[config.mk]
export PLATFORM = sky130hd
export DESIGN_NAME = spi_slave_endpoint
export DESIGN_NICKNAME = d
export VERILOG_FILES = /design/src/rtl/spi_slv_pkg.sv /design/src/rtl/spi_slv_sync.sv /design/src/rtl/spi_slave_endpoint.sv
export SDC_FILE = /design/constraint.sdc
export NUM_CORES = 1
export LEC_CHECK = 0
export BUFFER_PORTS_ARGS = -buffer_cell sky130_fd_sc_hd__clkbuf_2
export CORE_MARGIN = 2
export CORE_UTILIZATION = 50
export CTS_CLUSTER_SIZE = 10
export DETAILED_ROUTE_END_ITERATION = 16
export PLACE_DENSITY = 0.78
export SYNTH_ARGS = -nofsm -noshare
export SYNTH_HDL_FRONTEND = slang
export SYNTH_SLANG_ARGS = --single-unit
[constraint.sdc]
create_clock -name clk -period 2.6 [get_ports clk]
set_input_delay 0.39 -clock clk [delete_from_list [all_inputs] [get_ports clk]]
set_output_delay 0.39 -clock clk [all_outputs]
set_load 0.01 [all_outputs]
[src/rtl/spi_slv_pkg.sv]
// -----------------------------------------------------------------------------
// spi_slv_pkg
// Shared types and constants for the SPI slave endpoint.
//   spi_slv_state_e : endpoint FSM states
//   spi_slv_cfg_t   : per-transfer configuration captured at select fall
//   SPI_SLV_MIN_SYNC: smallest synchroniser depth the endpoint will build
// -----------------------------------------------------------------------------
package spi_slv_pkg;

  localparam int SPI_SLV_MIN_SYNC = 2;

  // Wide enough for any character-length field up to a 256-bit data width.
  localparam int SPI_SLV_LEN_W = 8;

  typedef enum logic [1:0] {
    IDLE   = 2'd0,
    LOAD   = 2'd1,
    ACTIVE = 2'd2
  } spi_slv_state_e;

  typedef struct packed {
    logic                     cpol;
    logic                     cpha;
    logic                     lsb;
    logic [SPI_SLV_LEN_W-1:0] char_len;
  } spi_slv_cfg_t;

endpackage

[src/rtl/spi_slv_sync.sv]
// -----------------------------------------------------------------------------
// spi_slv_sync
// N-stage synchroniser for one asynchronous pin, followed by an edge detector
// on the synchronised value.
//   clk, rst  : system clock, asynchronous active-low reset
//   d         : asynchronous pad input
//   q         : synchronised level
//   rise/fall : one-cycle strobes on a synchronised 0->1 / 1->0 transition
// RESET_VAL sets the level the chain (and edge history) holds in reset, so
// no spurious edge is reported when the pin sits at that level.
// -----------------------------------------------------------------------------
module spi_slv_sync
  import spi_slv_pkg::*;
#(
  parameter int   STAGES    = 2,
  parameter logic RESET_VAL = 1'b0
) (
  input  logic clk,
  input  logic rst,
  input  logic d,
  output logic q,
  output logic rise,
  output logic fall
);

  // Depths below the metastability minimum are silently raised to it.
  localparam int N = (STAGES < SPI_SLV_MIN_SYNC) ? SPI_SLV_MIN_SYNC : STAGES;

  logic [N-1:0] sync_q, sync_d;
  logic         prev_q, prev_d;

  always_comb begin
    sync_d = {sync_q[N-2:0], d};
    prev_d = sync_q[N-1];
  end

  always_ff @(posedge clk or negedge rst) begin
    if (!rst) begin
      sync_q <= {N{RESET_VAL}};
      prev_q <= RESET_VAL;
    end else begin
      sync_q <= sync_d;
      prev_q <= prev_d;
    end
  end

  assign q    = sync_q[N-1];
  assign rise = sync_q[N-1] & ~prev_q;
  assign fall = ~sync_q[N-1] & prev_q;

endmodule

[src/rtl/spi_slave_endpoint.sv]
// -----------------------------------------------------------------------------
// spi_slave_endpoint
// Oversampling SPI slave living in the system clk domain.
//   clk, rst             : system clock, asynchronous active-low reset
//   ss_pad_i[SS_NB]      : active-low selects; cfg_ss_idx picks ours
//   sclk_pad_i, mosi_pad_i, miso_pad_o, miso_oe_o : SPI pins
//   cfg_ss_idx/cpol/cpha/lsb/char_len : mode, captured at each select fall
//   tx_data/tx_valid/tx_ready : single-entry transmit buffer write port
//   rx_data/rx_valid     : received character (right-aligned) + strobe
//   tx_underrun, abort   : one-cycle event strobes
// Characters repeat back-to-back while the select is held low; each one
// reloads the shift register from the TX buffer (zeros if empty).
// -----------------------------------------------------------------------------
module spi_slave_endpoint
  import spi_slv_pkg::*;
#(
  parameter int SS_NB       = 8,
  parameter int DW          = 32,
  parameter int SYNC_STAGES = 2
) (
  input  logic                     clk,
  input  logic                     rst,
  input  logic [SS_NB-1:0]         ss_pad_i,
  input  logic                     sclk_pad_i,
  input  logic                     mosi_pad_i,
  output logic                     miso_pad_o,
  output logic                     miso_oe_o,
  input  logic [$clog2(SS_NB)-1:0] cfg_ss_idx,
  input  logic                     cfg_cpol,
  input  logic                     cfg_cpha,
  input  logic                     cfg_lsb,
  input  logic [$clog2(DW)-1:0]    cfg_char_len,
  input  logic [DW-1:0]            tx_data,
  input  logic                     tx_valid,
  output logic                     tx_ready,
  output logic [DW-1:0]            rx_data,
  output logic                     rx_valid,
  output logic                     tx_underrun,
  output logic                     abort
);

  localparam int SEL_W = $clog2(SS_NB);
  localparam int IDX_W = $clog2(DW);
  localparam int CNT_W = $clog2(DW + 1);

  spi_slv_state_e state_q, state_d;
  spi_slv_cfg_t   cfg_q, cfg_d;
  logic [SEL_W-1:0] sel_q, sel_d;
  logic [DW-1:0]    tx_shift_q, tx_shift_d;
  logic [DW-1:0]    rx_shift_q, rx_shift_d;
  logic [CNT_W-1:0] cnt_q, cnt_d;
  logic [DW-1:0]    buf_q, buf_d;
  logic             full_q, full_d;
  logic [DW-1:0]    rx_data_q, rx_data_d;
  logic             rx_valid_q, rx_valid_d;
  logic             underrun_q, underrun_d;
  logic             abort_q, abort_d;

  logic ss_raw, ss_s, ss_rise, ss_fall;
  logic sclk_s, sclk_rise, sclk_fall;
  logic mosi_s, unused_mosi_rise, unused_mosi_fall;

  // Until a transfer starts we watch the live index; once committed the
  // latched one is used so a config change cannot drop the select mid-transfer.
  assign ss_raw = ss_pad_i[(state_q == IDLE) ? cfg_ss_idx : sel_q];

  spi_slv_sync #(.STAGES(SYNC_STAGES), .RESET_VAL(1'b1)) u_sync_ss (
    .clk(clk), .rst(rst), .d(ss_raw), .q(ss_s), .rise(ss_rise), .fall(ss_fall)
  );

  spi_slv_sync #(.STAGES(SYNC_STAGES), .RESET_VAL(1'b0)) u_sync_sclk (
    .clk(clk), .rst(rst), .d(sclk_pad_i), .q(sclk_s), .rise(sclk_rise), .fall(sclk_fall)
  );

  spi_slv_sync #(.STAGES(SYNC_STAGES), .RESET_VAL(1'b0)) u_sync_mosi (
    .clk(clk), .rst(rst), .d(mosi_pad_i), .q(mosi_s),
    .rise(unused_mosi_rise), .fall(unused_mosi_fall)
  );

  logic [CNT_W-1:0] len;
  logic [IDX_W-1:0] len_m1;
  logic             lead_ev, trail_ev, sample_ev, shift_ev, last_bit;
  logic [DW-1:0]    rx_next, miso_src;
  logic             unused_ss_level, unused_sclk_level;

  assign unused_ss_level   = ss_s;
  assign unused_sclk_level = sclk_s;

  // Decode the latched mode into edge roles and the effective length.
  always_comb begin
    len       = (cfg_q.char_len == '0) ? CNT_W'(DW) : CNT_W'(cfg_q.char_len);
    len_m1    = IDX_W'(len - 1'b1);
    lead_ev   = cfg_q.cpol ? sclk_fall : sclk_rise;
    trail_ev  = cfg_q.cpol ? sclk_rise : sclk_fall;
    sample_ev = cfg_q.cpha ? trail_ev : lead_ev;
    shift_ev  = cfg_q.cpha ? lead_ev : trail_ev;
    last_bit  = ((cnt_q + 1'b1) == len);
    // MSB-first fills from bit 0 upward; LSB-first drops each bit in at
    // len-1 and walks it down, so both end right-aligned with zero upper bits.
    if (cfg_q.lsb) rx_next = (rx_shift_q >> 1) | (DW'(mosi_s) << len_m1);
    else           rx_next = {rx_shift_q[DW-2:0], mosi_s};
  end

  // Main FSM, bit counter, shift registers and TX buffer bookkeeping.
  // A shift edge is ignored while the counter is 0: that is either before the
  // first bit (CPHA=1 presents bit 0 without shifting) or right after a reload
  // (CPHA=0 trailing edge that follows the final sample).
  always_comb begin
    logic drain;
    state_d    = state_q;
    cfg_d      = cfg_q;
    sel_d      = sel_q;
    tx_shift_d = tx_shift_q;
    rx_shift_d = rx_shift_q;
    cnt_d      = cnt_q;
    buf_d      = buf_q;
    full_d     = full_q;
    rx_data_d  = rx_data_q;
    rx_valid_d = 1'b0;
    underrun_d = 1'b0;
    abort_d    = 1'b0;
    drain      = 1'b0;

    case (state_q)
      IDLE: begin
        if (ss_fall) begin
          cfg_d.cpol     = cfg_cpol;
          cfg_d.cpha     = cfg_cpha;
          cfg_d.lsb      = cfg_lsb;
          cfg_d.char_len = SPI_SLV_LEN_W'(cfg_char_len);
          sel_d          = cfg_ss_idx;
          state_d        = LOAD;
        end
      end
      LOAD: begin
        drain      = 1'b1;
        tx_shift_d = full_q ? buf_q : '0;
        underrun_d = !full_q;
        cnt_d      = '0;
        rx_shift_d = '0;
        state_d    = ACTIVE;
      end
      ACTIVE: begin
        if (sample_ev) begin
          if (last_bit) begin
            rx_data_d  = rx_next;
            rx_valid_d = 1'b1;
            cnt_d      = '0;
            rx_shift_d = '0;
            // No point reloading when the select is closing this cycle.
            if (!ss_rise) begin
              drain      = 1'b1;
              tx_shift_d = full_q ? buf_q : '0;
              underrun_d = !full_q;
            end
          end else begin
            rx_shift_d = rx_next;
            cnt_d      = cnt_q + 1'b1;
          end
        end else if (shift_ev && (cnt_q != '0)) begin
          tx_shift_d = cfg_q.lsb ? (tx_shift_q >> 1) : (tx_shift_q << 1);
        end
        if (ss_rise) begin
          state_d = IDLE;
          abort_d = (cnt_q != '0) && !(sample_ev && last_bit);
        end
      end
      default: state_d = IDLE;
    endcase

    // A write can only land while empty, so it never collides with a drain
    // of real data; an empty-buffer reload plus a write leaves the new word.
    if (drain) full_d = 1'b0;
    if (tx_valid && !full_q) begin
      full_d = 1'b1;
      buf_d  = tx_data;
    end
  end

  always_ff @(posedge clk or negedge rst) begin
    if (!rst) begin
      state_q    <= IDLE;
      cfg_q      <= '0;
      sel_q      <= '0;
      tx_shift_q <= '0;
      rx_shift_q <= '0;
      cnt_q      <= '0;
      buf_q      <= '0;
      full_q     <= 1'b0;
      rx_data_q  <= '0;
      rx_valid_q <= 1'b0;
      underrun_q <= 1'b0;
      abort_q    <= 1'b0;
    end else begin
      state_q    <= state_d;
      cfg_q      <= cfg_d;
      sel_q      <= sel_d;
      tx_shift_q <= tx_shift_d;
      rx_shift_q <= rx_shift_d;
      cnt_q      <= cnt_d;
      buf_q      <= buf_d;
      full_q     <= full_d;
      rx_data_q  <= rx_data_d;
      rx_valid_q <= rx_valid_d;
      underrun_q <= underrun_d;
      abort_q    <= abort_d;
    end
  end

  // During LOAD the shift register is still being filled, so the first bit
  // is taken straight from the buffer to have it on the pin immediately.
  always_comb begin
    miso_oe_o  = (state_q == LOAD) || (state_q == ACTIVE);
    miso_src   = (state_q == LOAD) ? (full_q ? buf_q : '0) : tx_shift_q;
    miso_pad_o = miso_oe_o & (cfg_q.lsb ? miso_src[0] : miso_src[len_m1]);
  end

  assign tx_ready    = !full_q;
  assign rx_data     = rx_data_q;
  assign rx_valid    = rx_valid_q;
  assign tx_underrun = underrun_q;
  assign abort       = abort_q;

endmodule

==> results.json <==
{
  "layout_setup_ws_ns": -0.488,
  "cp.required_ns": 2.21,
  "multiInputGateArea_sq_um": 4340,
  "vias": 6872,
  "p_switching_mw": 5.21,
  "grt_overflow": 0,
  "cp_slowest_cell": "dfrtp_1",
  "port_buffers": 93,
  "synth_commonest_cells": "dfrtp_1 (156), o21ai_0 (78), mux2_2 (75)",
  "synth_area_leaders": "dfrtp_1 (45%), mux2_2 (9.8%), mux2i_1 (5.9%), mux2_4 (4.9%), o21ai_0 (4.5%)",
  "htree_levels": 4,
  "utilization_pct": 62.0,
  "setup_viol": 1,
  "criticalPathCategory": "flip-flop to output port",
  "synthCells": 796,
  "p_comb_share_pct": 49.5,
  "place_ws_ns": -0.0704,
  "worstHoldPathType": "primary input to flip-flop",
  "synth_ff_type": "dfrtp_1",
  "min_period_ns": 3.09,
  "end_kind": "output port",
  "diodes": 0,
  "cts_buffers": 17,
  "skew_ns": 0.0151,
  "grt_usage_pct": 23.5,
  "synth_top_area_share_pct": 45.4,
  "critPathBufInv": 3,
  "drive_gt1_share_pct": 35.4,
  "synth_edf_count": 0,
  "initial_utilization_pct": 51.5,
  "syn_nets": 858,
  "synthMostInstantiatedCell": "dfrtp_1",
  "vdd_ir_drop_max_v": 0.000985,
  "drc_errors": 0,
  "synth_area_sq_um": 8590,
  "core_area_sq_um": 16700,
  "die_w_um": 135,
  "leakage_nw": 4.79,
  "pwr-share-seq_pct": 31.5,
  "yosysTopAreaCell": "dfrtp_1",
  "register_area_sq_um": 3990,
  "arrival_ns": 2.70,
  "routed_wl_mm": 21.4,
  "area_growth_pct": 20.5,
  "clock_power_share_pct": 19.0,
  "swShare_pct": 40.5,
  "grt_pass1_vias": 6562,
  "die_area_sq_um": 18300,
  "place_inst": 1093,
  "layoutNonFillerInstCount": 1135,
  "yosysSeqAreaShare_pct": 46.3,
  "crit_family": "compound AO/OA/AOI/OAI gates",
  "ys.warnings.count": 0,
  "violations": "setup timing",
  "drt-initial-drc-count": 757,
  "max_freq_mhz": 324,
  "rows": 47,
  "insertion_delay_ns": 0.44,
  "post-route-period-util_pct": 119,
  "finalHoldViolCount": 0,
  "path_max_fanout": 12,
  "cts_sinks": 159,
  "critPathMaxStageDelay_ns": 0.39,
  "clockBufferDepth": 2,
  "ys_types": 56,
  "ys_async_sr_fraction_pct": 100,
  "grt_max_degree": 89,
  "drv_cap": 0,
  "p_per_area_nw_per_um2": 1240,
  "drt.antenna.violating_nets": 0,
  "outcome": "complete, but fails checks",
  "power_mw": 12.9,
  "syn_area_per_cell_sq_um": 10.8,
  "pin_count": 94,
  "p_int_mw": 7.65,
  "grt_pass1_wl_mm": 33.9,
  "vias_per_cell": 6.05,
  "tightest_slew_ns": 1.18,
  "dp_hpwl_mm": 14.0,
  "relSlewSlack_pct": 21.1,
  "first_pass_iters": 5,
  "finalWeightedCongestion": 0.848,
  "rsz0062_at_grt": "true",
  "clk_pin_slew_ns": 0.07,
  "nNetsFinal": 964,
  "cts_tree": "yes",
  "drv_slew": 0,
  "root_buffer": "clkbuf_16",
  "final.fill_count": 1346,
  "startpoint_type": "flip-flop",
  "path_cells": "inv_1 > ha_4 > buf_4 > nor2_1 > a21oi_1 > o22ai_1 > nor4_1 > nor3_1 > o32ai_2 > clkbuf_2",
  "die_y_um": 135,
  "antenna_found_initial": 0,
  "post_drt_wl_per_cell_um": 18.9,
  "ys_seq_elements": 159
}
==> stage by stage <==
step           hold WS, ns  instance area (sq um)  TNS [ns]
6_report            0.0530                  10400    -0.488
5_1_grt             0.0505                  10400     -1.24
4_1_cts             0.0445                  10200    -0.352
3_5_place_dp         0.340                   9520    -0.793
3_3_place_gp         0.337                   9520         0
2_1_floorplan       0.0944                   8610         0
==> path summary, 6_finish.rpt <==
path,to,slack (ns),cells past startpoint,start
worst max-delay path,miso_pad_o,-0.49,10,state_q[1]
worst min-delay path,u_sync_sclk.sync_q[0],0.05,1,sclk_pad_i
worst max register to register,tx_shift_q[10],0.02,10,cnt_q[1]
worst min register to register,u_sync_sclk.sync_q[1],0.35,0,u_sync_sclk.sync_q[0]
max in group asynchronous,cfg_q[8],1.29,3,rst
min in group asynchronous,tx_shift_q[31],0.46,2,rst
==> worst register-to-register path, stage by stage (launching register included) <==
cell,delay (ns)
dfrtp_2,0.45
inv_2,0.09
ha_4,0.21
xnor2_2,0.15
nand2_2,0.09
nor4b_4,0.29
nand2_2,0.12
o41ai_4,0.36
buf_6,0.23
clkbuf_16,0.18
mux2_4,0.29
==> cell usage in the layout, fill, tap and decap left out, types with 19 or more instances in the layout <==
cell type / n
mux2i_1: 51
o21ai_0: 76
dfrtp_1: 151
clkbuf_2: 92
a22o_1: 28
mux2_2: 73
inv_1: 21
clkbuf_16: 19
buf_4: 44
mux2_4: 30
nand2_1: 32
nor2b_1: 21
a21oi_1: 31
nand3_1: 52
nor2_1: 27
==> power by group through the flow <==
stage | Combinational, mW | Sequential (mW) | Clock, mW
after CTS | 5.98 | 4.02 | 2.47
after global placement | 5.64 | 4.03 | 0
after global routing | 6.86 | 4.15 | 2.56
final | 6.36 | 4.05 | 2.44
after floorplan | 4.38 | 3.74 | 0
after detailed placement | 5.80 | 4.05 | 0
==> state kept, by name (all words and copies together) (netlist names), 3 cells and up <==
name / count
rx_shift_q: 32
cfg_q: 8
sel_q: 3
buf_q: 32
tx_shift_q: 32
cnt_q: 6
rx_data: 32
==> per-layer routing <==
layer	GRT usage [%]	wire length, um	vias to the layer above
li1	-	-	3132
met1	33.3	9260	3420
met2	36.0	10200	278
met3	5.67	1560	42
met4	7.12	425	0
met5	0	0	-
==> logic make-up after synthesis <==
logic type	Yosys count	share of synthesized area, %
compound gates	199	15.1
xor+xnor	14	1.75
fa+ha+maj	6	0.873
buf+inv	90	4.51
flops	159	46.3
mux	156	21.2
simple gates	172	10.2
==> area by class of cell <==
class,count,area share [%]
multi-input combinational,547,42.0
inverter,24,0.870
timing repair buffer,153,10.4
tap,220,2.66
clock inverter,15,1.41
sequential,159,38.5
clock buffer,17,4.11
==> what timing repair did <==
item / CTS / global route
pin swaps: 3 / 7
cloned: 2 / 2
resized for setup: 8 / 24
endpoints found under the hold margin: 41 / 0
setup buffers: 3 / 4
endpoints found under the setup margin: 17 / 32
hold buffers: 1 / 0
Note: power is estimated with default switching activity, not from simulation.
